==> config.mk <==
export PLATFORM = sky130hd
export DESIGN_NAME = isqrt_pipe
export DESIGN_NICKNAME = d
export VERILOG_FILES = /design/src/rtl/isqrt_pipe.sv
export SDC_FILE = /design/constraint.sdc
export NUM_CORES = 1
export LEC_CHECK = 0
export BUFFER_PORTS_ARGS = -buffer_cell sky130_fd_sc_hd__buf_4
export CAP_MARGIN = 10
export CORE_MARGIN = 4
export CORE_UTILIZATION = 65
export DETAILED_ROUTE_END_ITERATION = 7
export PLACE_DENSITY = 0.92
export SYNTH_ARGS = -nofsm -noshare
export SYNTH_HDL_FRONTEND = slang
export SYNTH_SLANG_ARGS = --single-unit
==> constraint.sdc <==
create_clock -name clk -period 4.8 [get_ports clk]
set_clock_uncertainty 0.1 [all_clocks]
set_input_delay 0.48 -clock clk [delete_from_list [all_inputs] [get_ports clk]]
set_output_delay 0.48 -clock clk [all_outputs]
set_load 0.01 [all_outputs]
==> src/rtl/isqrt_pipe.sv <==
// Fully pipelined floor(sqrt(x)): one root bit resolved per stage, N = WIDTH/2 stages.
// Stage data registers load only when a valid operand enters them; only the valid chain and y reset.
module isqrt_pipe #(
  parameter int WIDTH = 32
) (
  input  logic             clk,
  input  logic             rst,
  input  logic             x_vld,
  input  logic [WIDTH-1:0] x,
  output logic             y_vld,
  output logic [WIDTH-1:0] y
);

  localparam int N  = WIDTH / 2;
  localparam int W1 = WIDTH + 1;

  // Stage k inputs (from x or from stage k-1 registers) and next-state values.
  logic [WIDTH-1:0]        rem_in  [N];
  logic [N-1:0]            root_in [N];
  logic                    vld_in  [N];
  logic [W1-1:0]           trial   [N];
  logic signed [W1-1:0]    diff    [N];
  logic [N-1:0]            root_nx [N];
  logic [WIDTH-1:0]        rem_nx  [N-1];

  // Registers of stages 0..N-2; stage N-1 lands directly in the output register.
  logic [WIDTH-1:0]        rem_p   [N-1];
  logic [N-1:0]            root_p  [N-1];
  logic [N-1:0]            vld_p;
  logic [N-1:0]            y_root;

  always_comb begin
    for (int k = 0; k < N; k++) begin
      if (k == 0) begin
        rem_in[k]  = x;
        root_in[k] = '0;
        vld_in[k]  = x_vld;
      end else begin
        rem_in[k]  = rem_p[k-1];
        root_in[k] = root_p[k-1];
        vld_in[k]  = vld_p[k-1];
      end
      // Subtracting (4r+1) << 2i tests whether root bit i can be set; the sign decides.
      trial[k]   = W1'({root_in[k], 2'b01}) << (2 * (N - 1 - k));
      diff[k]    = $signed({1'b0, rem_in[k]}) - $signed(trial[k]);
      root_nx[k] = {root_in[k][N-2:0], ~diff[k][W1-1]};
    end
    for (int k = 0; k < N - 1; k++) begin
      rem_nx[k] = diff[k][W1-1] ? rem_in[k] : diff[k][WIDTH-1:0];
    end
  end

  // Valid chain: plain shift register, cleared by reset.
  always_ff @(posedge clk) begin
    if (rst) vld_p <= '0;
    else     vld_p <= {vld_p[N-2:0], x_vld};
  end

  // Stage data: hold unless a valid operand is entering the stage.
  always_ff @(posedge clk) begin
    for (int k = 0; k < N - 1; k++) begin
      if (vld_in[k]) begin
        rem_p[k]  <= rem_nx[k];
        root_p[k] <= root_nx[k];
      end
    end
  end

  // Output stage: last root bit resolved straight into y.
  always_ff @(posedge clk) begin
    if (rst)                y_root <= '0;
    else if (vld_in[N-1])   y_root <= root_nx[N-1];
  end

  assign y_vld = vld_p[N-1];
  assign y     = {{(WIDTH - N){1'b0}}, y_root};

endmodule
## Word level (Yosys, flattened, before mapping)

Memory sizes are Yosys's and may differ from the RTL's.
Cells that the tools add are included.

| word-level totals | value |
|---|---|
| bits in writable memories | 720 |
| input port bits | 35 |
| register bits | 32 |
| output and inout port bits | 33 |
| memories | 2 |
| logic and storage cells | 81 |

Memory list:

| name | words | width | rd ports | clocked after memory_dff | write ports | RTL line | source |
|---|---|---|---|---|---|---|---|
| rem_p | 15 | 32 | 15 | 0 | 15 | 27 | `logic [WIDTH-1:0] rem_p [N-1];` |
| root_p | 15 | 16 | 15 | 0 | 15 | 28 | `logic [N-1:0] root_p [N-1];` |

| cells by class | value |
|---|---|
| add/sub/neg operators | 16 |
| bitwise logic cells | 16 |
| multiplexer cells | 45 |

Operators with widths:

| cell | number |
|---|---|
| $mux W32 | 15 |
| $sub A33 B33 Y33 | 7 |
| $sub A32 B18 Y33 | 1 |
| $sub A32 B20 Y33 | 1 |
| $sub A32 B22 Y33 | 1 |
| $sub A32 B24 Y33 | 1 |
| $sub A32 B26 Y33 | 1 |
| $sub A32 B28 Y33 | 1 |
| $sub A32 B30 Y33 | 1 |
| $sub A32 B31 Y33 const B | 1 |
| $sub A32 B32 Y33 | 1 |
| $mux W1 | 30 |
| $not A1 Y1 | 16 |

## Logic depth before layout (Yosys ltp)

Gate-level depths: netlist (run 1).
An unclocked memory read counts as a cell.

| depth | value |
|---|---|
| word-level depth | 3 |
| mapped depth | 11 |

## Worst setup path after synthesis (run 1)

No wires, ideal clock.

| timing | value |
|---|---|
| path kind | register to register |
| start | memory rem_p[12][17], in the netlist rem_p[1][145] |
| end | memory rem_p[13][21], in the netlist rem_p[1][181] (data pin) |
| arrival | 2.438 ns |
| slack | 1.982 ns |
| cell stages (with the launch flop) | 9 |
| period minus slack after synthesis | 2.818 ns |
| setup time | 0.279 ns |
| buffers on the path | 0 |
| path through | edfxtp_1 -> ha_1 -> a21o_1 -> a211o_1 -> a2111oi_1 -> a21oi_2 -> o21ai_2 -> a2111oi_0 -> xor2_1 |

RTL lines:

| item | RTL line |
|---|---|
| start: declaration | 27 |

==> results.py, run 1 <==
metrics = {
    "status": {
        "status": "completed",
    },
    "synth": {
        "synthAdderAreaFrac": 0.05812,
        "yosys.area.top_type": "edfxtp_1",
        "synth_area_um2": 28850,
        "synth-seq-cells": 632,
        "synth_top_family_by_area": "simple AND/OR/NAND/NOR gates",
        "synth-xor-area-share": 0.05343,
        "synth_ff_type": "edfxtp_1",
        "ys_top_cells_by_area": "edfxtp_1, ha_1, xor2_1",
        "muxShareOfSynthArea": 0.01757,
        "yosysUniqueCellTypes": 85,
        "yosysSeqAreaShare": 0.6467,
        "synth_enable_flop_cells": 600,
        "post-synth-top-count-cell": "edfxtp_1",
        "synth_common_cells": "edfxtp_1, inv_1, nand2_1",
        "synth-simple-area-share": 0.09689,
        "synth_top_area_frac": 0.6245,
        "synth_warnings": 0,
        "async_flop_share": 0,
        "syn_avg_cell_area_um2": 13.09,
        "synth-compound-area-share": 0.09568,
        "syn_inst": 2204,
    },
    "sta": {
        "fmax_ghz": 0.2962,
        "slew_headroom": 0.3059,
        "setup_violations": 0,
        "layout_min_cycle_time_ns": 3.377,
        "hold_viol_final": 0,
        "finalSetupTns_ns": 0,
        "timing.final.crit_share": 0.7035,
        "rsz0062_at_grt": "false",
        "tightest_slew_ns": 1.041,
        "slew_violations": 0,
    },
    "setup_path": {
        "crit_slowest_cell": "nand3_1",
        "criticalPathCategory": "register to register",
        "crit_fanout": 13,
        "crit_path_end_kind": "register",
        "critical-path-max-stage-delay_ns": 0.57,
        "cp.required_ns": 5.11,
        "r2r_start": "root_p[0][48]",
        "critical-path-top-delay-family": "compound AO/OA/AOI/OAI gates",
        "reg2reg_depth": 8,
        "arrival_ns": 3.69,
        "path_common_cell": "o21ai_0",
        "crit_buf_inv": 1,
        "r2r-end": "rem_p[0][155]",
        "rrSetupSlack_ns": 1.42,
        "cp-start-kind": "register",
        "path_cells": "inv_1 -> ha_1 -> nor2b_1 -> o21ai_0 -> a21boi_0 -> o21ai_0 -> nand3_1 -> a21oi_1",
    },
    "floorplan": {
        "ios": 68,
        "fp.dieH_um": 218.7,
        "core_um2": 43460,
        "dieArea_um2": 47820,
        "initial_utilization": 0.6639,
        "die_width_um": 218.7,
        "fp-row-count": 76,
    },
    "layout": {
        "fillers": 2412,
        "final_util": 0.7438,
        "syn2layout_area_growth_pct": 12.04,
        "layout.nets": 2508,
        "insertedDiodeCount": 0,
        "drive_above_1_share": 0.09619,
        "fin_cells": 2976,
    },
    "detailed_routing": {
        "routed_via_density": 5.975,
        "drc": 0,
        "firstDrtPassIters": 5,
        "routedWlPerCell_um": 19.12,
        "drt-total-wl_mm": 56.90,
        "vias": 17780,
        "drtIter0Drc": 1416,
        "ant_nets": 0,
    },
    "global_routing": {
        "grt_overflow": 0,
        "grt_pass1_wl_mm": 92.00,
        "grt_max_degree": 49,
        "track_usage": 0.2405,
        "grt_antenna_before_repair": 0,
        "grt_pass1_vias": 18510,
    },
    "pwr": {
        "ir_drop_v": 0.0003674,
        "powerDensity_nw_per_um2": 345.2,
        "p_total_uw": 11160,
        "p_leak_uw": 0.01215,
    },
    "job": {
        "cap_violations": 0,
    },
    "clocking": {
        "post_cts_buffers": 0,
        "cts.clk_slew.worst_paths_ns": 0.06,
        "clk_path_buf_depth": 3,
        "htree_levels": 2,
        "cts.sinks": 632,
        "ctsRootBufferMaster": "clkbuf_16",
        "clk_latency_ns": 0.64,
        "cts_tree": "done",
        "cts_made_buffers": 60,
    },
    "hold_path": {
        "min_path_cells": 2,
        "min_path_type": "primary input to register",
        "min_to": "y_root[3]",
        "hold_start": "rst",
    },
    "placed_design": {
        "gp_congestion": 0.9577,
        "hpwl_mm": 36.66,
        "dp_cells": 2829,
        "portBuffers": 51,
    },
}
worst reg2reg max path, cell delays in order, from the launching register on:
cell      delay, ns
edfxtp_1       0.42
inv_1          0.07
ha_1           0.32
nor2b_1        0.15
o21ai_0        0.34
a21boi_0       0.17
o21ai_0        0.52
nand3_1        0.57
a21oi_1        0.50
report_power, final:
group / leakage, uW / switching, uW / internal, uW
clock: 0.00100 / 2060 / 2860
sequential: 0.00545 / 31.4 / 6040
combinational: 0.00570 / 101 / 77.3
flip-flops by register name, summed over array words and instances (netlist names):
signal / count
rem_p: 480
root_p: 120
vld_p: 16
y_root: 16
cells in the final DEF (no fill, tap or decap), types with 27 or more instances in the layout:
cell type / count
buf_4: 69
o21a_1: 34
nor2_1: 138
o21ai_0: 140
clkbuf_16: 60
nor2b_1: 38
dfxtp_1: 28
a21oi_1: 99
ha_1: 134
a21o_1: 31
xnor2_1: 83
nor3_1: 52
or3_1: 33
edfxtp_1: 600
nor4_1: 27
inv_1: 171
nand2b_1: 33
nand2_1: 156
xor2_1: 93
dlygate4sd3_1: 33
stage by stage:
step	setup WS, ns	cell area [um^2]	hold WS [ns]
6_report	1.423	32320	0.1616
5_1_grt	1.140	32320	0.1586
4_1_cts	1.460	32320	0.1274
3_5_place_dp	1.489	29910	0.3045
3_3_place_gp	1.499	29910	0.3003
2_1_floorplan	1.982	28910	0.3003
logic make-up (layout without fill, tap and decap cells):
family / count (synthesis) / count (layout)
AO/OA/AOI/OAI: 433 / 433
XOR/XNOR: 176 / 176
adder cells (fa/ha/maj): 134 / 134
buffers and inverters: 219 / 391
flip-flops: 632 / 632
multiplexers: 47 / 47
other: 1 / 16
AND/OR/NAND/NOR: 562 / 562
how the worst max path moves through the flow:
stage / startpoint / endpoint / cells past startpoint / slack (ns)
after floorplan: rem_p[1][145] / rem_p[1][181] / 8 / 1.98
after global placement: rem_p[1][145] / rem_p[1][175] / 9 / 1.50
after detailed placement: rem_p[1][145] / rem_p[1][175] / 9 / 1.49
after CTS: rem_p[1][169] / rem_p[1][207] / 8 / 1.46
after global routing: rem_p[1][26] / rem_p[1][61] / 7 / 1.14
final: root_p[0][48] / rem_p[0][155] / 8 / 1.42
area by class of cell:
class / count / area (um^2) / area share
multi-input cells: 1368 / 9340 / 0.2890
repair buffers: 102 / 848.3 / 0.02625
flip-flops and latches: 632 / 18660 / 0.5774
clock buffers: 78 / 1599 / 0.04947
well taps: 585 / 732.0 / 0.02265
clock inverters: 36 / 481.7 / 0.01490
inverters: 175 / 656.9 / 0.02032
metal layers:
metal / wire length [um] / part of all wire / GRT usage
met5: 0 / 0 / 0
met1: 19480 / 0.34 / 0.2385
met3: 2534 / 0.045 / 0.03323
met4: 2881 / 0.051 / 0.1175
met2: 32000 / 0.56 / 0.4827
what timing repair did:
action / CTS / global route
resized for setup: 0 / 0
hold buffers: 33 / 0
endpoints found under the hold margin: 32 / 0
No activity file was read; power rests on OpenSTA's default activity.
==> run 2: changes to the inputs <==
--- a/config.mk
+++ b/config.mk
@@ -5,12 +5,13 @@
 export SDC_FILE = /design/constraint.sdc
 export NUM_CORES = 1
 export LEC_CHECK = 0
+export ABC_AREA = 1
 export BUFFER_PORTS_ARGS = -buffer_cell sky130_fd_sc_hd__buf_4
 export CAP_MARGIN = 10
 export CORE_MARGIN = 4
-export CORE_UTILIZATION = 65
+export CORE_UTILIZATION = 63
 export DETAILED_ROUTE_END_ITERATION = 7
-export PLACE_DENSITY = 0.92
+export PLACE_DENSITY = 0.9
 export SYNTH_ARGS = -nofsm -noshare
 export SYNTH_HDL_FRONTEND = slang
 export SYNTH_SLANG_ARGS = --single-unit
==> constraint.sdc (replaced) <==
create_clock -name clk -period 3.15 [get_ports clk]
set_clock_uncertainty 0.1 [all_clocks]
set_input_delay 0.315 -clock clk [delete_from_list [all_inputs] [get_ports clk]]
set_output_delay 0.315 -clock clk [all_outputs]
set_load 0.01 [all_outputs]
==> run 2 against run 1 <==
Effect of this change:
- synthesized cell count up 54%
- critical path type unchanged
- non-clock buffer count down 6
- global-route usage up 4.5 points
- sequential cell count unchanged
- critical endpoint is now rem_p[0][123]
- combinational power up 95%
- largest power group unchanged
- area after synthesis up 12%
==> results.py, run 2 <==
metrics = {
    "global_routing": {
        "grt_overflow": 0,
        "grt_max_degree": 49,
        "grt_pass1_vias": 23700,
        "grt_antenna_before_repair": 0,
        "grt_pass1_wl_mm": 123.3,
        "track_usage": 0.2854,
    },
    "setup_path": {
        "path_cells": "inv_1 -> ha_1 -> a21oi_1 -> o21ai_0 -> nand2_1 -> nand3_1 -> nor2_1 -> nand2_1 -> o21ai_0",
        "criticalPathCategory": "register to register",
        "crit_path_end_kind": "register",
        "critical-path-max-stage-delay_ns": 0.70,
        "arrival_ns": 3.30,
        "crit_slowest_cell": "nor2_1",
        "crit_fanout": 12,
        "cp-start-kind": "register",
        "cp.required_ns": 3.47,
    },
    "sta": {
        "setup_violations": 0,
        "hold_ws_ns": 0.07783,
        "layout_min_cycle_time_ns": 2.985,
        "finalSetupTns_ns": 0,
        "setup_slack_ns": 0.1651,
        "timing.final.crit_share": 0.9476,
        "rsz0062_at_grt": "false",
        "slew_violations": 0,
        "hold_viol_final": 0,
        "fmax_ghz": 0.3350,
        "slew_headroom": 0.2202,
        "tightest_slew_ns": 1.170,
    },
    "synth": {
        "ys_top_cells_by_area": "edfxtp_1, nand2_1, inv_1",
        "post-synth-top-count-cell": "nand2_1",
        "synth_common_cells": "nand2_1, edfxtp_1, inv_1",
        "async_flop_share": 0,
        "syn_inst": 3397,
        "yosysSeqAreaShare": 0.5786,
        "yosys.area.top_type": "edfxtp_1",
        "synth_top_area_frac": 0.5587,
        "syn_avg_cell_area_um2": 9.493,
        "synth_warnings": 0,
        "synth-seq-cells": 632,
        "synth_enable_flop_cells": 600,
        "yosysUniqueCellTypes": 49,
        "synth_area_um2": 32250,
        "synth_ff_type": "edfxtp_1",
    },
    "placed_design": {
        "portBuffers": 51,
        "dpl_worst_slack_ns": 0.5064,
        "gp_congestion": 0.9612,
        "hpwl_mm": 52.58,
    },
    "floorplan": {
        "die_width_um": 234.2,
        "ios": 68,
        "initial_utilization": 0.6402,
        "dieArea_um2": 54870,
        "fp.dieH_um": 234.2,
        "core_um2": 50380,
        "fp-row-count": 82,
    },
    "hold_path": {
        "min_path_type": "primary input to register",
    },
    "pwr": {
        "switchingPower_uw": 3587,
        "p_int_uw": 13740,
        "p_seq_frac": 0.536,
        "pwr-share-clk": 0.444,
        "powerDensity_nw_per_um2": 485.0,
        "p_sw_frac": 0.2070,
        "ir_drop_v": 0.0008554,
        "p_comb_frac": 0.020,
        "p_leak_uw": 0.01499,
    },
    "layout": {
        "layout_common_cells": "nand2_1, edfxtp_1, inv_1, nor2_1, nand3_1",
        "syn2layout_area_growth_pct": 10.77,
        "largest-register": "rem_p",
        "final_common_cell": "nand2_1",
        "top_regs": "rem_p x480, root_p x120",
        "insertedDiodeCount": 0,
        "layout.nets": 3697,
        "drive_above_1_share": 0.06704,
        "largest_register_ffs": 480,
    },
    "detailed_routing": {
        "routedWlPerCell_um": 18.28,
        "drt-total-wl_mm": 77.71,
        "firstDrtPassIters": 6,
        "routed_via_density": 5.708,
        "drc": 0,
        "ant_nets": 0,
        "vias": 24270,
        "drtIter0Drc": 2629,
    },
    "job": {
        "cap_violations": 0,
    },
    "clocking": {
        "ctsRootBufferMaster": "clkbuf_16",
        "clk_latency_ns": 0.62,
        "post_cts_buffers": 0,
        "ctsResizeCount": 0,
        "cts_tree": "done",
        "cts.sinks": 632,
        "cts.clk_slew.worst_paths_ns": 0.06,
        "htree_levels": 3,
        "cts_made_buffers": 66,
        "clk_path_buf_depth": 3,
    },
    "status": {
        "status": "completed",
    },
}
[run 2: path summary, 6_finish.rpt]
| kind | start | end | slack [ns] | cells past startpoint |
|---|---|---|---|---|
| max | root_p[0][33] | rem_p[0][123] | 0.17 | 9 |
| min | x_vld | rem_p[0][3] | 0.08 | 1 |
| max reg2reg | root_p[0][33] | rem_p[0][123] | 0.17 | 9 |
| min reg2reg | rem_p[0][113] | rem_p[0][145] | 0.31 | 0 |
[run 2: repair_timing]
| action | CTS | global route |
|---|---|---|
| hold endpoints to repair | 42 | 0 |
| hold buffers | 34 | 0 |
| endpoints found under the setup margin | 0 | 0 |
[run 2: cell type report]
type                       instances  area (um^2)
sequential                       632        18670
fill                            3346        14650
multi-input combinational       2198        11270
inverter                         534         2012
clock buffer                      88         1744
tap                              672        840.8
timing repair buffer              96        805.8
clock inverter                    32        384.1
[run 2: logic make-up after synthesis]
kind of cell    synth area share
other cells            0.0001163
compound gates           0.05890
buf+inv                  0.07372
xor+xnor                 0.02825
flops                     0.5786
fa+ha+maj                0.05199
simple gates              0.2085
[run 2: power by group through the flow]
stage / registers, uW / logic [uW] / clock network, uW
floorplan: 9450 / 165 / 0
finish: 9290 / 347 / 7690
global route: 9290 / 372 / 8150
CTS: 9280 / 320 / 7750
global placement: 9440 / 236 / 0
detailed placement: 9460 / 260 / 0
[run 2: through the flow]
| step | total power, uW | utilization | cell area, um^2 | instances |
|---|---|---|---|---|
| 2_1_floorplan | 9615 | - | 32300 | 3412 |
| 3_3_place_gp | 9678 | 0.6601 | 33250 | 4098 |
| 3_5_place_dp | 9715 | 0.6601 | 33250 | 4098 |
| 4_1_cts | 17350 | 0.7091 | 35720 | 4252 |
| 5_1_grt | 17810 | 0.7091 | 35720 | 4252 |
| 6_report | 17320 | 0.7091 | 35720 | 4252 |
[run 2: metal layers]
| metal | vias up | global-route usage | part of all wire |
|---|---|---|---|
| met2 | 1221 | 0.5134 | 0.51 |
| met1 | 11300 | 0.3421 | 0.37 |
| met3 | 290 | 0.04410 | 0.071 |
| met4 | 0 | 0.1211 | 0.047 |
| li1 | 11460 | - | - |
| met5 | - | 0 | 0 |
[run 2: critical path, delay by kind of cell, from the launching register on]
family                     cells  cell delay (ns)
DFF                            1             0.42
buffers and inverters          1             0.10
adders and majority gates      1             0.29
and+or+nand+nor                4             1.19
AOI/OAI and AO/OA              3             0.68
